## src/rtl/uart_tx_arbiter_pkg.sv

```systemverilog
// Shared definitions for the UART transmit arbiter: FSM encoding, default
// requester count and the fixed requester IDs used across the codebase.
package uart_tx_arbiter_pkg;

  typedef enum logic [1:0] {
    ST_IDLE  = 2'd0,
    ST_OWN   = 2'd1,
    ST_DRAIN = 2'd2
  } state_e;

  localparam int N_REQ_DEF = 3;
  localparam int ID_W      = 3;

  localparam logic [ID_W-1:0] ID_DISP = 3'd0;
  localparam logic [ID_W-1:0] ID_MENU = 3'd1;
  localparam logic [ID_W-1:0] ID_ERR  = 3'd2;

endpackage

```

## src/rtl/uart_tx_arbiter_rr_priority_picker.sv

```systemverilog
// Combinational round-robin picker: first asserted request found when
// scanning upward from ptr+1 (wrapping), returned one-hot and as an index.
module rr_priority_picker
  import uart_tx_arbiter_pkg::*;
#(
  parameter int N_REQ = N_REQ_DEF
) (
  input  logic [N_REQ-1:0] req_i,
  input  logic [ID_W-1:0]  ptr_i,
  output logic [N_REQ-1:0] win_o,
  output logic [ID_W-1:0]  idx_o,
  output logic             any_o
);

  always_comb begin
    int   pos;
    logic found;
    pos   = 0;
    found = 1'b0;
    win_o = '0;
    idx_o = '0;
    for (int k = 1; k <= N_REQ; k++) begin
      pos = int'(ptr_i) + k;
      if (pos >= N_REQ) pos = pos - N_REQ;
      for (int j = 0; j < N_REQ; j++) begin
        if (!found && (j == pos) && req_i[j]) begin
          found    = 1'b1;
          win_o[j] = 1'b1;
          idx_o    = ID_W'(j);
        end
      end
    end
    any_o = found;
  end

endmodule

```

## src/rtl/uart_tx_arbiter.sv

```systemverilog
// Session-level round-robin owner of the single UART transmitter, with a
// shadow-busy flag covering the gap between a start strobe and UART busy.
module uart_tx_arbiter
  import uart_tx_arbiter_pkg::*;
#(
  parameter int N_REQ = N_REQ_DEF,
  parameter int DW    = 8
) (
  input  logic                clk,
  input  logic                rst_n,
  input  logic [N_REQ-1:0]    req,
  input  logic [N_REQ-1:0]    req_tx_start,
  input  logic [N_REQ*DW-1:0] req_tx_data,
  output logic [N_REQ-1:0]    req_tx_busy,
  output logic [N_REQ-1:0]    gnt,
  output logic [2:0]          active_id,
  output logic                uart_tx_start,
  output logic [DW-1:0]       uart_tx_data,
  input  logic                uart_tx_busy,
  output logic                protocol_err
);

  state_e            state_q, state_d;
  logic [N_REQ-1:0]  gnt_q, gnt_d;
  logic [ID_W-1:0]   id_q, id_d;
  logic [ID_W-1:0]   ptr_q, ptr_d;
  logic              pending_q, pending_d;
  logic              perr_q, perr_d;

  logic [N_REQ-1:0]  win;
  logic [ID_W-1:0]   win_idx;
  logic              win_any;

  logic              owner_req;
  logic              owner_start;
  logic [DW-1:0]     owner_data;
  logic              owner_busy;
  logic              fwd;
  logic              perr_set;
  logic [N_REQ-1:0]  busy_vec;

  rr_priority_picker #(
    .N_REQ (N_REQ)
  ) u_picker (
    .req_i (req),
    .ptr_i (ptr_q),
    .win_o (win),
    .idx_o (win_idx),
    .any_o (win_any)
  );

  // Owner's lane selected by comparison to keep index widths exact.
  always_comb begin
    owner_req   = 1'b0;
    owner_start = 1'b0;
    owner_data  = '0;
    for (int i = 0; i < N_REQ; i++) begin
      if (id_q == ID_W'(i)) begin
        owner_req   = req[i];
        owner_start = req_tx_start[i];
        owner_data  = req_tx_data[i*DW +: DW];
      end
    end
  end

  assign owner_busy = uart_tx_busy | pending_q;

  always_ff @(posedge clk or negedge rst_n) begin
    if (!rst_n) state_q <= ST_IDLE;
    else        state_q <= state_d;
  end

  always_ff @(posedge clk or negedge rst_n) begin
    if (!rst_n) begin
      gnt_q     <= '0;
      id_q      <= '0;
      ptr_q     <= ID_W'(N_REQ - 1);
      pending_q <= 1'b0;
      perr_q    <= 1'b0;
    end else begin
      gnt_q     <= gnt_d;
      id_q      <= id_d;
      ptr_q     <= ptr_d;
      pending_q <= pending_d;
      perr_q    <= perr_d;
    end
  end

  // A byte forwarded in the very cycle req drops still counts as in flight.
  always_comb begin
    state_d = state_q;
    gnt_d   = gnt_q;
    id_d    = id_q;
    ptr_d   = ptr_q;
    case (state_q)
      ST_IDLE: begin
        if (win_any) begin
          state_d = ST_OWN;
          gnt_d   = win;
          id_d    = win_idx;
          ptr_d   = win_idx;
        end
      end
      ST_OWN: begin
        if (!owner_req) begin
          if (owner_busy || fwd) begin
            state_d = ST_DRAIN;
          end else begin
            state_d = ST_IDLE;
            gnt_d   = '0;
            id_d    = '0;
          end
        end
      end
      ST_DRAIN: begin
        if (!owner_busy) begin
          state_d = ST_IDLE;
          gnt_d   = '0;
          id_d    = '0;
        end
      end
      default: begin
        state_d = ST_IDLE;
        gnt_d   = '0;
        id_d    = '0;
      end
    endcase
  end

  always_comb begin
    fwd      = 1'b0;
    perr_set = 1'b0;
    busy_vec = '1;
    if (state_q == ST_OWN) begin
      fwd      = owner_start & ~owner_busy;
      perr_set = owner_start & owner_busy;
      for (int i = 0; i < N_REQ; i++) begin
        if (id_q == ID_W'(i)) busy_vec[i] = owner_busy;
      end
    end
    if (fwd)               pending_d = 1'b1;
    else if (uart_tx_busy) pending_d = 1'b0;
    else                   pending_d = pending_q;
    perr_d = perr_q | perr_set;
  end

  assign uart_tx_start = fwd;
  assign uart_tx_data  = fwd ? owner_data : '0;
  assign req_tx_busy   = busy_vec;
  assign gnt           = gnt_q;
  assign active_id     = id_q;
  assign protocol_err  = perr_q;

endmodule

```

## config.mk

```make
export PLATFORM = sky130hd
export DESIGN_NAME = uart_tx_arbiter
export DESIGN_NICKNAME = d
export VERILOG_FILES = /design/src/rtl/uart_tx_arbiter_pkg.sv /design/src/rtl/uart_tx_arbiter_rr_priority_picker.sv /design/src/rtl/uart_tx_arbiter.sv
export SDC_FILE = /design/constraint.sdc
export NUM_CORES = 1
export LEC_CHECK = 0
export CORE_MARGIN = 10
export CORE_UTILIZATION = 43
export DETAILED_ROUTE_END_ITERATION = 10
export GPL_ROUTABILITY_DRIVEN = 0
export PLACE_DENSITY = 0.9
export RECOVER_POWER = 100
export SETUP_SLACK_MARGIN = 0.4
export SLEW_MARGIN = 20
export SYNTH_ARGS = -nofsm -noshare
export SYNTH_HDL_FRONTEND = slang
export SYNTH_SLANG_ARGS = --single-unit
```

## constraint.sdc

```tcl
create_clock -name clk -period 5.8 [get_ports clk]
set_input_delay 0.58 -clock clk [delete_from_list [all_inputs] [get_ports clk]]
set_output_delay 0.58 -clock clk [all_outputs]
set_load 0.05 [all_outputs]
```

==> flow_summary.ini <==
[run_status]
status = completed

[sta]
hold_violations = 0
tightest_slew_ns = 1.01
whs_ns = 0.475
setup_ws_ns = 2.04
setup_violations = 0
setup-tns-final_ns = 0
slew_violations = 0
max_freq_ghz = 0.266
fin_crit_ns = 3.76
rsz0062_at_grt = false
fin_skew_ns = 0.00484
min_period_over_period_pct = 64.8
max-slew-margin-rel_pct = 32.7

[grt]
grt_start_max_net_pins = 18
grt_pass1_vias = 1122
grt_pass1_wl_mm = 5.52
grt.overflow.total = 0
grt_use_total_pct = 15.0
antenna_found_initial = 0

[floorplan]
rows = 17
initial_core_util_pct = 45.9
core_area_um2 = 2230
die_area_um2 = 4740
fp.dieH_um = 68.8
io_pins = 52
die_w_um = 68.8

[clocking]
clock-sinks = 11
numCtsBuffers = 3
cts-resized-gates = 0
h-tree-depth = 1
cts-hold-fix-buffers = 0
cts_root_buf = clkbuf_4
clk_pin_slew_ns = 0.07
clk_latency_ns = 0.27
cts_post_setup_buffers_inserted = 0
clockBufferDepth = 2
cts_tree = yes

[worst_setup_path]
crit_path_start_kind = register
critical_path_class = register to primary output
rr_startpoint = ptr_q[1]$_DFFE_PN1P_
r2r_cells = 5
crit_fanout = 17
crit_required_ns = 5.22
end_kind = primary output
crit_arrival_ns = 3.18
critPathSlowestCell = dlygate4sd3_1
path_cells = nor2b_1, o2bb2ai_1, nand2_1, nor2_1, dlygate4sd3_1
r2r_slack_ns = 3.34
max_stage_delay_ns = 0.93
r2r_end = state_q[0]$_DFFE_PN0P_

[placement]
dpl_cell_area_um2 = 1510
placed_cells = 204
dp_slack_ns = 2.45
port_buffers = 50
hpwl_mm = 2.98

[power_and_ir_drop]
combPwrFrac_pct = 69.6
internal_power_uw = 317
p_leak_uw = 0.000634
seq_power_share_pct = 22.8
p_sw_share_pct = 53.5
power_density_nw_per_um2 = 443
pwr-share-clk_pct = 7.6
ir_worst_vdd_uv = 341
p_switching_uw = 365

[logic_synthesis]
synth_compound_area_share_pct = 27.4
synthCells = 135
synthFlopType = dfrtp_1
syn-cell-area_um2 = 1020
synthSimpleGateAreaFrac_pct = 23.7
syn-num-nets = 171
synth-adder-area-share_pct = 3.66
synth_xor_area_share_pct = 0.855
synth.distinct_cells = 39
async_flop_share_pct = 100
synth_top_family_by_area = compound AO/OA/AOI/OAI gates
synthMuxAreaShare_pct = 9.77
yosysSeqAreaShare_pct = 27.0
yosys_register_bits = 11
synth_edf_count = 0
syn_avg_cell_area_um2 = 7.59
yosys_warnings = 0

[cells_and_area]
instances_no_fill = 208
area_delta_synth_final_pct = 50.2
antenna_cells = 0
nFillCells = 196
stdcell_area_um2 = 1540
drive_above_1_share_pct = 2.78
nets = 217

[worst_hold_path]
whs_path_depth = 1
holdCritPathClass = register to register
hold_end = protocol_err$_DFF_PN0_
holdCritStartpoint = protocol_err$_DFF_PN0_

[route]
drtIter0Drc = 60
antenna_left = 0
via_per_inst = 5.65
firstDrtPassIters = 4
drt_wl_total_mm = 3.64
route.detailed.drc = 0
vias = 1176
routedWlPerCell_um = 17.5

[run]
max-cap-violations = 0
-- cell usage in the layout, fill, tap and decap left out, types with 2 or more instances in the layout --
master,instances
nor2b_1,3
o211ai_1,6
dfrtp_1,10
inv_1,7
a21oi_1,9
clkbuf_4,3
nor3_1,2
nor2_1,22
clkdlybuf4s50_1,31
mux2i_1,10
o221ai_1,2
nand2_1,8
a211oi_1,3
ha_1,3
dlygate4sd3_1,19
o21bai_1,2
o21ai_0,9
nand2b_1,4
nand3_1,7
a21o_1,2
-- power by group through the flow --
| stage | registers, µW | logic (µW) | clock network [µW] |
|---|---|---|---|
| after floorplan | 183 | 320 | 0 |
| after global placement | 154 | 466 | 0 |
| after detailed placement | 157 | 483 | 0 |
| after CTS | 156 | 485 | 54.0 |
| after global routing | 160 | 517 | 57.5 |
| final | 155 | 475 | 51.8 |
-- metrics by stage --
stage,utilization [%],power (µW)
6_report,68.9,682
5_1_grt,68.9,735
3_3_place_gp,67.7,620
2_1_floorplan,-,503
3_5_place_dp,67.7,640
4_1_cts,68.9,695
-- flip-flops by register name (all words and copies together), names as in the netlist --
| signal | count |
|---|---|
| active_id | 2 |
| pending_q | 1 |
| gnt | 3 |
| ptr_q | 2 |
| state_q | 2 |
| protocol_err | 1 |
-- synthesized netlist by cell type, types with 3 or more instances --
library cell  number  area share [%]
nand2b_1           4             2.4
inv_1              7             2.6
o211ai_1           6             4.4
a211oi_1           3             2.2
clkbuf_1           4             1.5
nand2_1            8             2.9
a21oi_1            9             4.4
dfrtp_1           10              24
buf_2              3             1.5
ha_1               3             3.7
nor2_1            22             8.1
mux2i_1           10             9.8
o21ai_0            8             3.9
nor2b_1            3             1.8
nand3_1            7             3.4
-- metal layers --
metal	up-vias	track usage [%]	wire, µm	share of wire, %
li1	573	-	-	-
met1	558	17.4	1420	39
met2	41	27.2	2040	56
met3	4	2.74	156	4.3
met4	0	4.19	25	0.69
met5	-	0	0	0
-- logic make-up after synthesis --
group / Yosys count
and+or+nand+nor: 51
muxes: 10
DFF: 11
adders and majority gates: 3
AOI/OAI and AO/OA: 42
xor gates and xnor gates: 1
buffers and inverters: 16
other: 1
-- final cells by class --
type | count | area [µm²] | area share [%]
multi-input cells | 108 | 673 | 43.7
well taps | 28 | 35.0 | 2.28
clock buffers | 3 | 22.5 | 1.46
flip-flops and latches | 11 | 277 | 18.0
clock inverters | 1 | 5.00 | 0.325
repair buffers | 50 | 500 | 32.5
inverters | 7 | 26.3 | 1.71
-- worst max-delay path by stage --
stage                                         from         endpoint  slack (ns)
final                     active_id[0]$_DFFE_PN0P_  uart_tx_data[0]        2.04
after global routing      active_id[1]$_DFFE_PN0P_  uart_tx_data[0]        1.82
after CTS                 active_id[0]$_DFFE_PN0P_  uart_tx_data[0]        2.13
after detailed placement  active_id[0]$_DFFE_PN0P_  uart_tx_data[0]        2.45
after global placement                uart_tx_busy  uart_tx_data[5]        2.52
after floorplan           active_id[0]$_DFFE_PN0P_  uart_tx_data[0]        3.15
-- worst max-delay path: cells and delay by family (launching register included) --
| family | cells | cell delay (ns) |
|---|---|---|
| AO/OA/AOI/OAI | 1 | 0.22 |
| buffers and inverters | 1 | 0.93 |
| AND/OR/NAND/NOR | 3 | 1.11 |
| flip-flops | 1 | 0.64 |
Power figures use the tool's default switching activity.
